$ cat config.mk
export PLATFORM = sky130hd
export DESIGN_NAME = imem_loader
export DESIGN_NICKNAME = d
export VERILOG_FILES = /design/src/rtl/imem_loader.sv
export SDC_FILE = /design/constraint.sdc
export NUM_CORES = 1
export LEC_CHECK = 0
export ABC_CLOCK_PERIOD_IN_PS = 5850
export CAP_MARGIN = 25
export CORE_ASPECT_RATIO = 1.75
export CORE_MARGIN = 2
export CORE_UTILIZATION = 55
export DETAILED_ROUTE_END_ITERATION = 12
export PLACE_DENSITY = 0.9
export SLEW_MARGIN = 20
export SYNTH_ARGS = -nofsm -noshare
export SYNTH_HDL_FRONTEND = slang
export SYNTH_SLANG_ARGS = --single-unit
export TNS_END_PERCENT = 1
$ cat constraint.sdc
create_clock -name clock -period 5.85 [get_ports clock]
set_input_delay 0.585 -clock clock [delete_from_list [all_inputs] [get_ports clock]]
set_output_delay 0.585 -clock clock [all_outputs]
set_load 0.02 [all_outputs]
$ cat src/rtl/imem_loader.sv
// Instruction-memory loader: turns a big-endian byte stream into 32-bit word writes and holds the core until the image is in.
// Optional trailer checksum byte when IMEM_LOADER_CHECKSUM_EN is defined.
module imem_loader #(
  parameter int unsigned ADDR_W = 10
) (
  input  logic              clock,
  input  logic              reset_n,
  input  logic              start,
  input  logic [7:0]        rx_data,
  input  logic              rx_valid,
  output logic              rx_ready,
  output logic              imem_we,
  output logic [ADDR_W-1:0] imem_addr,
  output logic [31:0]       imem_wdata,
  output logic              core_hold,
  output logic              done,
  output logic              error,
  output logic [ADDR_W:0]   words_loaded
);

  localparam int unsigned CAP = 1 << ADDR_W;

  typedef enum logic [2:0] {
    S_IDLE,
    S_LEN,
    S_DATA,
    S_WRITE,
    S_DONE,
    S_ERR
`ifdef IMEM_LOADER_CHECKSUM_EN
    , S_CHK
`endif
  } state_t;

`ifdef IMEM_LOADER_CHECKSUM_EN
  localparam state_t S_FIN = S_CHK;
`else
  localparam state_t S_FIN = S_DONE;
`endif

  state_t      state, state_next;
  logic [1:0]  byte_cnt;
  logic [15:0] len_q;
  logic [15:0] len_n;
  logic        accept;
  logic        last_word;
  logic        enter_len;
`ifdef IMEM_LOADER_CHECKSUM_EN
  logic [7:0]  csum_q;
`endif

  assign accept    = rx_valid & rx_ready;
  assign len_n     = {len_q[15:8], rx_data};
  assign last_word = (32'(words_loaded) + 32'd1) == 32'(len_q);
  assign enter_len = start & ((state == S_IDLE) | (state == S_DONE) | (state == S_ERR));

  always_ff @(posedge clock) begin
    if (!reset_n) state <= S_IDLE;
    else          state <= state_next;
  end

  always_comb begin
    state_next = state;
    case (state)
      S_IDLE:  if (start) state_next = S_LEN;
      S_LEN: begin
        if (accept && byte_cnt[0]) begin
          if (len_n == 16'd0)           state_next = S_FIN;
          else if (32'(len_n) > CAP)    state_next = S_ERR;
          else                          state_next = S_DATA;
        end
      end
      S_DATA:  if (accept && byte_cnt == 2'd3) state_next = S_WRITE;
      S_WRITE: state_next = last_word ? S_FIN : S_DATA;
      S_DONE:  if (start) state_next = S_LEN;
      S_ERR:   if (start) state_next = S_LEN;
`ifdef IMEM_LOADER_CHECKSUM_EN
      S_CHK:   if (accept) state_next = (rx_data == csum_q) ? S_DONE : S_ERR;
`endif
      default: state_next = S_IDLE;
    endcase
  end

  // Status and handshake outputs track the state being entered so they line up with it.
  always_ff @(posedge clock) begin
    if (!reset_n) begin
      rx_ready  <= 1'b0;
      imem_we   <= 1'b0;
      done      <= 1'b0;
      error     <= 1'b0;
      core_hold <= 1'b1;
    end else begin
`ifdef IMEM_LOADER_CHECKSUM_EN
      rx_ready  <= (state_next == S_LEN) | (state_next == S_DATA) | (state_next == S_CHK);
`else
      rx_ready  <= (state_next == S_LEN) | (state_next == S_DATA);
`endif
      imem_we   <= (state_next == S_WRITE);
      done      <= (state_next == S_DONE);
      error     <= (state_next == S_ERR);
      core_hold <= (state_next != S_DONE);
    end
  end

  // Length capture, word assembly and write index.
  always_ff @(posedge clock) begin
    if (!reset_n) begin
      byte_cnt     <= 2'd0;
      len_q        <= 16'd0;
      imem_addr    <= '0;
      imem_wdata   <= 32'd0;
      words_loaded <= '0;
`ifdef IMEM_LOADER_CHECKSUM_EN
      csum_q       <= 8'd0;
`endif
    end else if (enter_len) begin
      byte_cnt     <= 2'd0;
      imem_addr    <= '0;
      words_loaded <= '0;
`ifdef IMEM_LOADER_CHECKSUM_EN
      csum_q       <= 8'd0;
`endif
    end else begin
      case (state)
        S_LEN: begin
          if (accept) begin
            if (!byte_cnt[0]) begin
              len_q[15:8] <= rx_data;
              byte_cnt    <= 2'd1;
            end else begin
              len_q[7:0]  <= rx_data;
              byte_cnt    <= 2'd0;
            end
          end
        end
        S_DATA: begin
          if (accept) begin
            imem_wdata <= {imem_wdata[23:0], rx_data};
            byte_cnt   <= byte_cnt + 2'd1;
`ifdef IMEM_LOADER_CHECKSUM_EN
            csum_q     <= csum_q ^ rx_data;
`endif
          end
        end
        S_WRITE: begin
          words_loaded <= words_loaded + (ADDR_W+1)'(1);
          // Index stays on the final address so it never wraps.
          if (!last_word) imem_addr <= imem_addr + ADDR_W'(1);
        end
        default: ;
      endcase
    end
  end

endmodule
==> reports/metrics.cfg, run 1 <==
[run_status]
status=finished clean

[clock_tree]
cts_inserted_buffers=9
cts_tree=built
cts.clk_slew.worst_paths_ps=60
clockBufferDepth=2
cts_resized=0
clock-sinks=79
cts_root_buf=clkbuf_16
cts_htree_levels=3
post_cts_buffers=0
insertion_delay_ps=330
hold_buffers=0

[sta]
max_slew_margin=0.4941
min_period_ps=3003
hold_viol=0
drv_slew=0
fin_skew_ps=2.532
worst_pin_slew_ps=751.9
fin_crit_sh=0.5133
setup_viol=0
rsz0062_at_grt=no
max_freq_ghz=0.3330
tns_ps=0

[final_layout]
final_cells=575
n_fill_cell=486
diodes=0
drive_above_1_share=0.07099
area_growth_pct=28.59
fin_nets=503
final_cell_mix=108 x nand2_1, 79 x dfxtp_1, 69 x clkdlybuf4s50_1
post-route-util=0.7311
final_common_cell=nand2_1

[power_and_ir_drop]
power_mw=1.199
p_per_area_nw_per_um2=252.7
p_leak_nw=1.539
irDropWorstVdd_mv=0.2537

[global_routing]
grt_overflow=0
grt_pass1_wl_um=14120
grt_max_degree=59
grt_pass1_vias=3073
track_usage=0.2459
antenna_found_initial=0

[worst_setup_path]
max_stage_delay_ps=590
path_class=flop to flop
worstPathCellList=ha_1, nand3_1, nor4b_1, o31ai_1, nor4_1, a21oi_2, or4b_1
critPathRequiredTime_ps=6050
crit_path_end_kind=flop
cp-start-kind=flop
crit_slowest_cell=nor4_1
cp.arrival_ps=3200
path_max_fanout=8

[placed_design]
numPortBuffers=69
gp_congestion=0.9230
place_hpwl_um=6182
dp.cells=559

[synth]
synth.cell_area_um2=3690
syn_nets=440
synth_cell_types=51
async_flop_share=0
yosys_warnings=0
syn_inst=425
ys_seq_elements=79
synth_ff_type=dfxtp_1
syn_avg_cell_area_um2=8.682
ys_seq_area_frac=0.4286
synth_enable_flop_cells=0

[die]
dieWidth_um=65.92
io_pins=70
coreArea_um2=6490
start_util=0.5685
die_h_um=112.4
rows=39
dieArea_um2=7406

[job]
maxCapViolations=0

[worst_hold_path]
holdCritPathClass=flop to flop

[detailed_routing]
vias=3241
drtIter0Drc=175
wl_per_cell_um=14.98
drc=0
routed_wl_um=8615
routed_via_density=5.637
antenna_left=0
dr.pass1.iters=5

==> path summary, 6_finish.rpt <==
| path | slack, ps | endpoint | cells after the start | start |
|---|---|---|---|---|
| max | 2850 | core_hold | 7 | words_loaded[0] |
| min reg2reg | 460 | imem_wdata[24] | 2 | imem_wdata[24] |
| max reg2reg | 2850 | core_hold | 7 | words_loaded[0] |
| min | 460 | imem_wdata[24] | 2 | imem_wdata[24] |
==> Yosys cell counts, types with 2 or more instances <==
| cell | count | area [um^2] |
|---|---|---|
| a21oi_1 | 12 | 60.06 |
| nand2_1 | 108 | 405.4 |
| buf_6 | 3 | 33.78 |
| a21boi_0 | 41 | 307.8 |
| clkbuf_1 | 18 | 67.56 |
| nand2b_1 | 13 | 81.33 |
| o21ai_0 | 5 | 25.02 |
| and2_1 | 3 | 18.77 |
| nor4b_1 | 2 | 17.52 |
| nor3b_1 | 2 | 15.01 |
| nand3_1 | 5 | 25.02 |
| o21a_1 | 2 | 15.01 |
| nor3_1 | 4 | 20.02 |
| o31ai_1 | 2 | 15.01 |
| a31oi_1 | 3 | 18.77 |
| and4_4 | 2 | 22.52 |
| or4b_1 | 2 | 20.02 |
| nor2b_1 | 10 | 62.56 |
| or4_1 | 2 | 15.01 |
| nand4_1 | 11 | 68.82 |
| a211o_1 | 2 | 17.52 |
| dfxtp_1 | 79 | 1582 |
| and3_1 | 3 | 18.77 |
| nor2_1 | 20 | 75.07 |
| or4_4 | 2 | 22.52 |
| xnor2_1 | 11 | 96.34 |
| mux2i_1 | 18 | 180.2 |
| nor4_1 | 4 | 25.02 |
| inv_1 | 3 | 11.26 |
| or3_1 | 3 | 18.77 |
| ha_1 | 3 | 37.54 |
| xor2_1 | 8 | 70.07 |
==> layer usage <==
metal,vias to the layer above,GRT usage,part of all wire
li1,1585,-,-
met1,1525,0.2794,0.40
met2,104,0.4101,0.51
met3,27,0.04810,0.039
met4,0,0.1556,0.049
met5,-,0,0
==> power breakdown <==
group          internal, mW  leakage (nW)  switching, mW
clock network         0.396         0.158          0.211
registers             0.541         0.637        0.00280
logic                0.0219         0.744         0.0264
==> critical path: cells and delay by family, from the launching register on <==
| family | cells | cell delay (ps) |
|---|---|---|
| and+or+nand+nor | 4 | 1760 |
| DFF | 1 | 490 |
| AOI/OAI and AO/OA | 2 | 330 |
| adders and majority gates | 1 | 300 |
==> sequential cells by signal, indices dropped and copies added, names as in the netlist <==
name and flops:
byte_cnt 2, words_loaded 11, imem_we 1, len_q 16
done 1, error 1, state 3, rx_ready 1
imem_addr 10, imem_wdata 32, core_hold 1
==> area by class of cell <==
| cell class | instances | area, um^2 | share of cell area |
|---|---|---|---|
| repair buffers | 74 | 725.7 | 0.1530 |
| clock inverters | 5 | 80.08 | 0.01688 |
| well taps | 82 | 102.6 | 0.02162 |
| multi-input cells | 321 | 1991 | 0.4196 |
| flip-flops and latches | 79 | 1582 | 0.3333 |
| clock buffers | 11 | 252.7 | 0.05327 |
| inverters | 3 | 11.26 | 0.002373 |
==> stage by stage <==
stage          hold slack (ps)  area, um^2  worst slack, ps
2_1_floorplan            435.6        3690             3230
3_3_place_gp             445.3        4407             2690
3_5_place_dp             457.4        4412             2601
4_1_cts                  465.1        4745             2853
5_1_grt                  491.8        4745             2728
6_report                 459.0        4745             2847
==> cells by family after synthesis <==
kind of cell,after synthesis,synth area share
XOR/XNOR,19,0.04510
buffers and inverters,25,0.03255
AO/OA/AOI/OAI,78,0.1621
flip-flops,79,0.4286
adder cells (fa/ha/maj),3,0.01017
AND/OR/NAND/NOR,203,0.2726
multiplexers,18,0.04883
No activity file was read; power rests on OpenSTA's default activity.
==> run 2: changes to the inputs <==
Settings changed: ABC_CLOCK_PERIOD_IN_PS 5850 to 2800, CORE_UTILIZATION 55 to 52, PLACE_DENSITY 0.9 to 0.86.
Clock period 5.85 ns to 2.8 ns, I/O delays scaled along.
==> run 2 against run 1 <==
Clock power is 100% higher; core utilization down 2.0 points; critical endpoint unchanged; combinational power increased by 130%; sequential share of layout area decreased by 0.87 points; sequential cell count is the same.
==> reports/metrics.cfg, run 2 (same netlist as run 1, synthesis figures left out) <==
[run_status]
status=finished clean

[worst_setup_path]
r2r-start=words_loaded[2]
path_max_fanout=10
crit_slowest_cell=or4b_1
cp.arrival_ps=2780
cp.buffers_inverters=0
crit_path_end_kind=flop
path_class=flop to flop
max_stage_delay_ps=520
cp-startpoint=words_loaded[2]
cp-endpoint=core_hold
r2r_end=core_hold
worstPathCellList=and4_4, a31oi_1, or4_4, a311oi_4, a21oi_2, or4b_1
critPathRequiredTime_ps=3000
reg2reg_slack_ps=220
path_depth=6
r2r_cells=6
cp-start-kind=flop
crit_family=simple AND/OR/NAND/NOR gates

[sta]
hold_viol=0
worst_pin_slew_ps=671.9
max_slew_margin=0.5521
fin_skew_ps=4.941
setup_viol=0
max_freq_ghz=0.3881
min_period_ps=2576
drv_slew=0
tns_ps=0
fin_crit_sh=0.9201
hold_ws_ps=459.0
rsz0062_at_grt=no

[clock_tree]
cts_tree=built
clockBufferDepth=2
cts_inserted_buffers=9
cts_htree_levels=3
clock-sinks=79
post_cts_buffers=0
hold_buffers=0
insertion_delay_ps=330
cts.clk_slew.worst_paths_ps=50
cts_resized=0
cts_root_buf=clkbuf_16

[detailed_routing]
vias=3306
antenna_left=0
wl_per_cell_um=14.83
drtIter0Drc=184
dr.pass1.iters=4
routed_wl_um=8821
drc=0
routed_via_density=5.556

[final_layout]
largest_registers=imem_wdata: 32 flops, len_q: 16 flops, words_loaded: 11 flops
design_area_um2=4872
fin_nets=522
largest_reg_flops=32
largest-register=imem_wdata
area_growth_pct=32.04
final_cells=595
final_cell_mix=108 x nand2_1, 79 x dfxtp_1, 69 x clkdlybuf4s50_1
drive_above_1_share=0.1018
final_common_cell=nand2_1
diodes=0

[die]
rows=40
coreArea_um2=6857
die_h_um=115.4
io_pins=70
dieArea_um2=7812
dieWidth_um=67.68
start_util=0.5381

[global_routing]
track_usage=0.2447
grt_pass1_vias=3210
grt_pass1_wl_um=14500
grt_max_degree=41
antenna_found_initial=0
grt_overflow=0

[power_and_ir_drop]
p_leak_nw=1.634
p_per_area_nw_per_um2=508.4
irDropWorstVdd_mv=0.4252
power_mw=2.477

[placed_design]
place_hpwl_um=6420
gp_congestion=0.8761
place_area_um2=4559
dp.cells=580
numPortBuffers=69

[job]
maxCapViolations=0

[worst_hold_path]
holdCritPathClass=flop to flop

[run 2: cell count changes in the layout (fill, tap and decap cells not counted)]
cell	before	now
clkbuf_1	0	1
clkinvlp_4	2	0
buf_2	1	0
clkbuf_8	2	1
clkinv_2	1	2
buf_4	4	24
[run 2: layer usage]
metal | wire (um) | share of wire | GRT usage | vias to the layer above
met4 | 349 | 0.040 | 0.1401 | 0
met1 | 3372 | 0.38 | 0.2591 | 1566
met3 | 379 | 0.043 | 0.05825 | 23
li1 | - | - | - | 1634
met5 | 0 | 0 | 0 | -
met2 | 4720 | 0.54 | 0.4281 | 83
[run 2: worst min-delay path by stage]
stage	start	end	slack, ps	cells after the start
2_1_floorplan	rx_data[0]	len_q[0]	420	2
4_1_cts	byte_cnt[1]	byte_cnt[1]	460	2
3_3_place_gp	byte_cnt[1]	byte_cnt[1]	440	2
5_1_grt	byte_cnt[1]	byte_cnt[1]	470	2
6_report	byte_cnt[1]	byte_cnt[1]	460	2
3_5_place_dp	byte_cnt[1]	byte_cnt[1]	450	2
[run 2: metrics by stage]
step           worst slack (ps)    util
6_report                  223.7  0.7106
5_1_grt                   63.65  0.7106
4_1_cts                   234.8  0.7106
3_5_place_dp             -70.06  0.6650
3_3_place_gp             -10.92  0.6650
2_1_floorplan             180.1       -
[run 2: area by class of cell]
| cell class | instances | area [um^2] |
|---|---|---|
| Clock buffer | 11 | 242.7 |
| Clock inverter | 4 | 70.07 |
| Fill cell | 537 | 1984 |
| Inverter | 3 | 11.26 |
| Multi-Input combinational cell | 321 | 1991 |
| Sequential cell | 79 | 1582 |
| Tap cell | 84 | 105.1 |
| Timing Repair Buffer | 93 | 870.8 |
[run 2: where the power goes]
| part | switching (mW) | internal, mW |
|---|---|---|
| Sequential | 0.00552 | 1.13 |
| Clock | 0.436 | 0.797 |
| Combinational | 0.0567 | 0.0525 |
[run 2: worst min-delay path: cells and delay by family (launching register included)]
kind	cells	cell delay, ps
compound gates	1	50
flops	1	310
simple gates	1	50
==> run 3: changes to the inputs <==
Settings changed: ABC_CLOCK_PERIOD_IN_PS 2800 to 3100, CORE_UTILIZATION 52 to 55, GPL_ROUTABILITY_DRIVEN set to 1, PLACE_DENSITY 0.86 to 0.9.
Clock period 2.8 ns to 3.1 ns, I/O delays scaled along.
==> run 3 against run 2 <==
Register-to-register slack better by 120 ps; global-route usage is 0.70 points higher; worst setup slack better by 120 ps; cell area is 1.5% lower; combinational power is 15% lower; core utilization is 2.9 points higher; sequential cell count stayed put; critical path depth is 1 higher; clock skew hardly changed; first-iteration DRC count is 9.2% higher; total power is 5.7% lower.
==> reports/metrics.cfg, run 3 (same netlist as run 1, synthesis figures left out) <==
[final_layout]
post-route-util=0.7392
seqCellArea_um2=1582
final_common_cell=nand2_1
diodes=0
final_cell_mix=108 x nand2_1, 79 x dfxtp_1, 69 x clkdlybuf4s50_1
drive_above_1_share=0.08032
largest-register=imem_wdata
fin_nets=508
area_growth_pct=30.01
n_fill_cell=474
multiInputGateArea_um2=1991
largest_registers=imem_wdata: 32 flops, len_q: 16 flops, words_loaded: 11 flops
largest_reg_flops=32

[worst_setup_path]
path_max_fanout=8
crit_path_end_kind=flop
crit_slowest_cell=or4b_1
worstPathCellList=ha_1, nand3_1, nor4b_1, nor3_1, nor4_4, a21oi_4, or4b_1
max_stage_delay_ps=530
cp.arrival_ps=2970
cp-start-kind=flop
critPathRequiredTime_ps=3310
path_class=flop to flop

[clock_tree]
cts_htree_levels=3
clockBufferDepth=2
hold_buffers=0
cts.clk_slew.worst_paths_ps=60
cts_tree=built
cts_root_buf=clkbuf_16
clock-sinks=79
insertion_delay_ps=340
cts_inserted_buffers=9
post_cts_buffers=0
cts_resized=0

[sta]
setup_viol=0
min_period_ps=2755
tns_ps=0
fin_crit_sh=0.8888
rsz0062_at_grt=no
worst_slack_ps=344.9
drv_slew=0
fin_skew_ps=5.307
max_freq_ghz=0.3630
max_slew_margin=0.5681
worst_pin_slew_ps=647.9
hold_viol=0

[power_and_ir_drop]
irDropWorstVdd_mv=0.3677
p_leak_nw=1.573
p_per_area_nw_per_um2=486.7
power_mw=2.335

[detailed_routing]
vias=3269
wl_per_cell_um=15.24
drc=0
drtIter0Drc=201
routed_via_density=5.636
antenna_left=0
routed_wl_um=8838
dr.pass1.iters=4

[die]
dieArea_um2=7406
dieWidth_um=65.92
coreArea_um2=6490
io_pins=70
start_util=0.5685
rows=39
die_h_um=112.4

[run_status]
status=finished clean

[global_routing]
grt_pass1_wl_um=14340
antenna_found_initial=0
grt_max_degree=58
track_usage=0.2517
grt_overflow=0
grt_pass1_vias=3083

[worst_hold_path]
holdCritPathClass=flop to flop

[placed_design]
preCtsSetupSlack_ps=147.2
gp_congestion=0.8815
numPortBuffers=69
place_hpwl_um=6165

[job]
maxCapViolations=0

==> run 3: cell types whose count changed in the layout (fill, tap and decap cells not counted), sizes merged <==
cell | before | now
buf | 24 | 10
bufinv | 2 | 3
inv | 3 | 4
clkinvlp | 0 | 1
clkbuf | 11 | 9
==> run 3: per-stage QoR <==
step	cells	hold WS (ps)	instance area (um^2)
after global routing	580	481.0	4797
final	580	460.5	4797
after CTS	580	463.5	4797
after global placement	564	445.0	4452
after floorplan	425	435.6	3690
after detailed placement	564	455.3	4452
==> run 3: critical path, delay by kind of cell (launching register included) <==
family	cells	cell delay (ps)
compound gates	1	140
fa+ha+maj	1	290
simple gates	5	1690
flops	1	510
==> run 3: layout make-up <==
cell class	instances	area share
Clock inverter	7	0.02504
Sequential cell	79	0.3297
Inverter	3	0.002347
Clock buffer	9	0.04695
Multi-Input combinational cell	321	0.4150
Timing Repair Buffer	79	0.1596
Tap cell	82	0.02139
==> run 3: per-layer routing <==
metal  vias up  part of all wire  track usage
met5         -                 0            0
met4         0             0.046       0.1583
met3        27             0.045      0.04309
met2       108              0.52       0.4357
met1      1535              0.39       0.2751
li1       1599                 -            -
==> run 3: where the power goes <==
part	total [mW]	switching, mW	leakage, nW	internal, mW
clock	1.22	0.429	0.166	0.789
sequential	1.02	0.00509	0.637	1.02
combinational	0.0922	0.0498	0.770	0.0424
total	2.33	0.484	1.57	1.85
==> run 3: path summary, 6_finish.rpt <==
check | start | to | slack, ps | depth (start not counted)
max reg2reg | words_loaded[0] | core_hold | 340 | 7
min reg2reg | imem_wdata[26] | imem_wdata[26] | 460 | 2
max | words_loaded[0] | core_hold | 340 | 7
min | imem_wdata[26] | imem_wdata[26] | 460 | 2
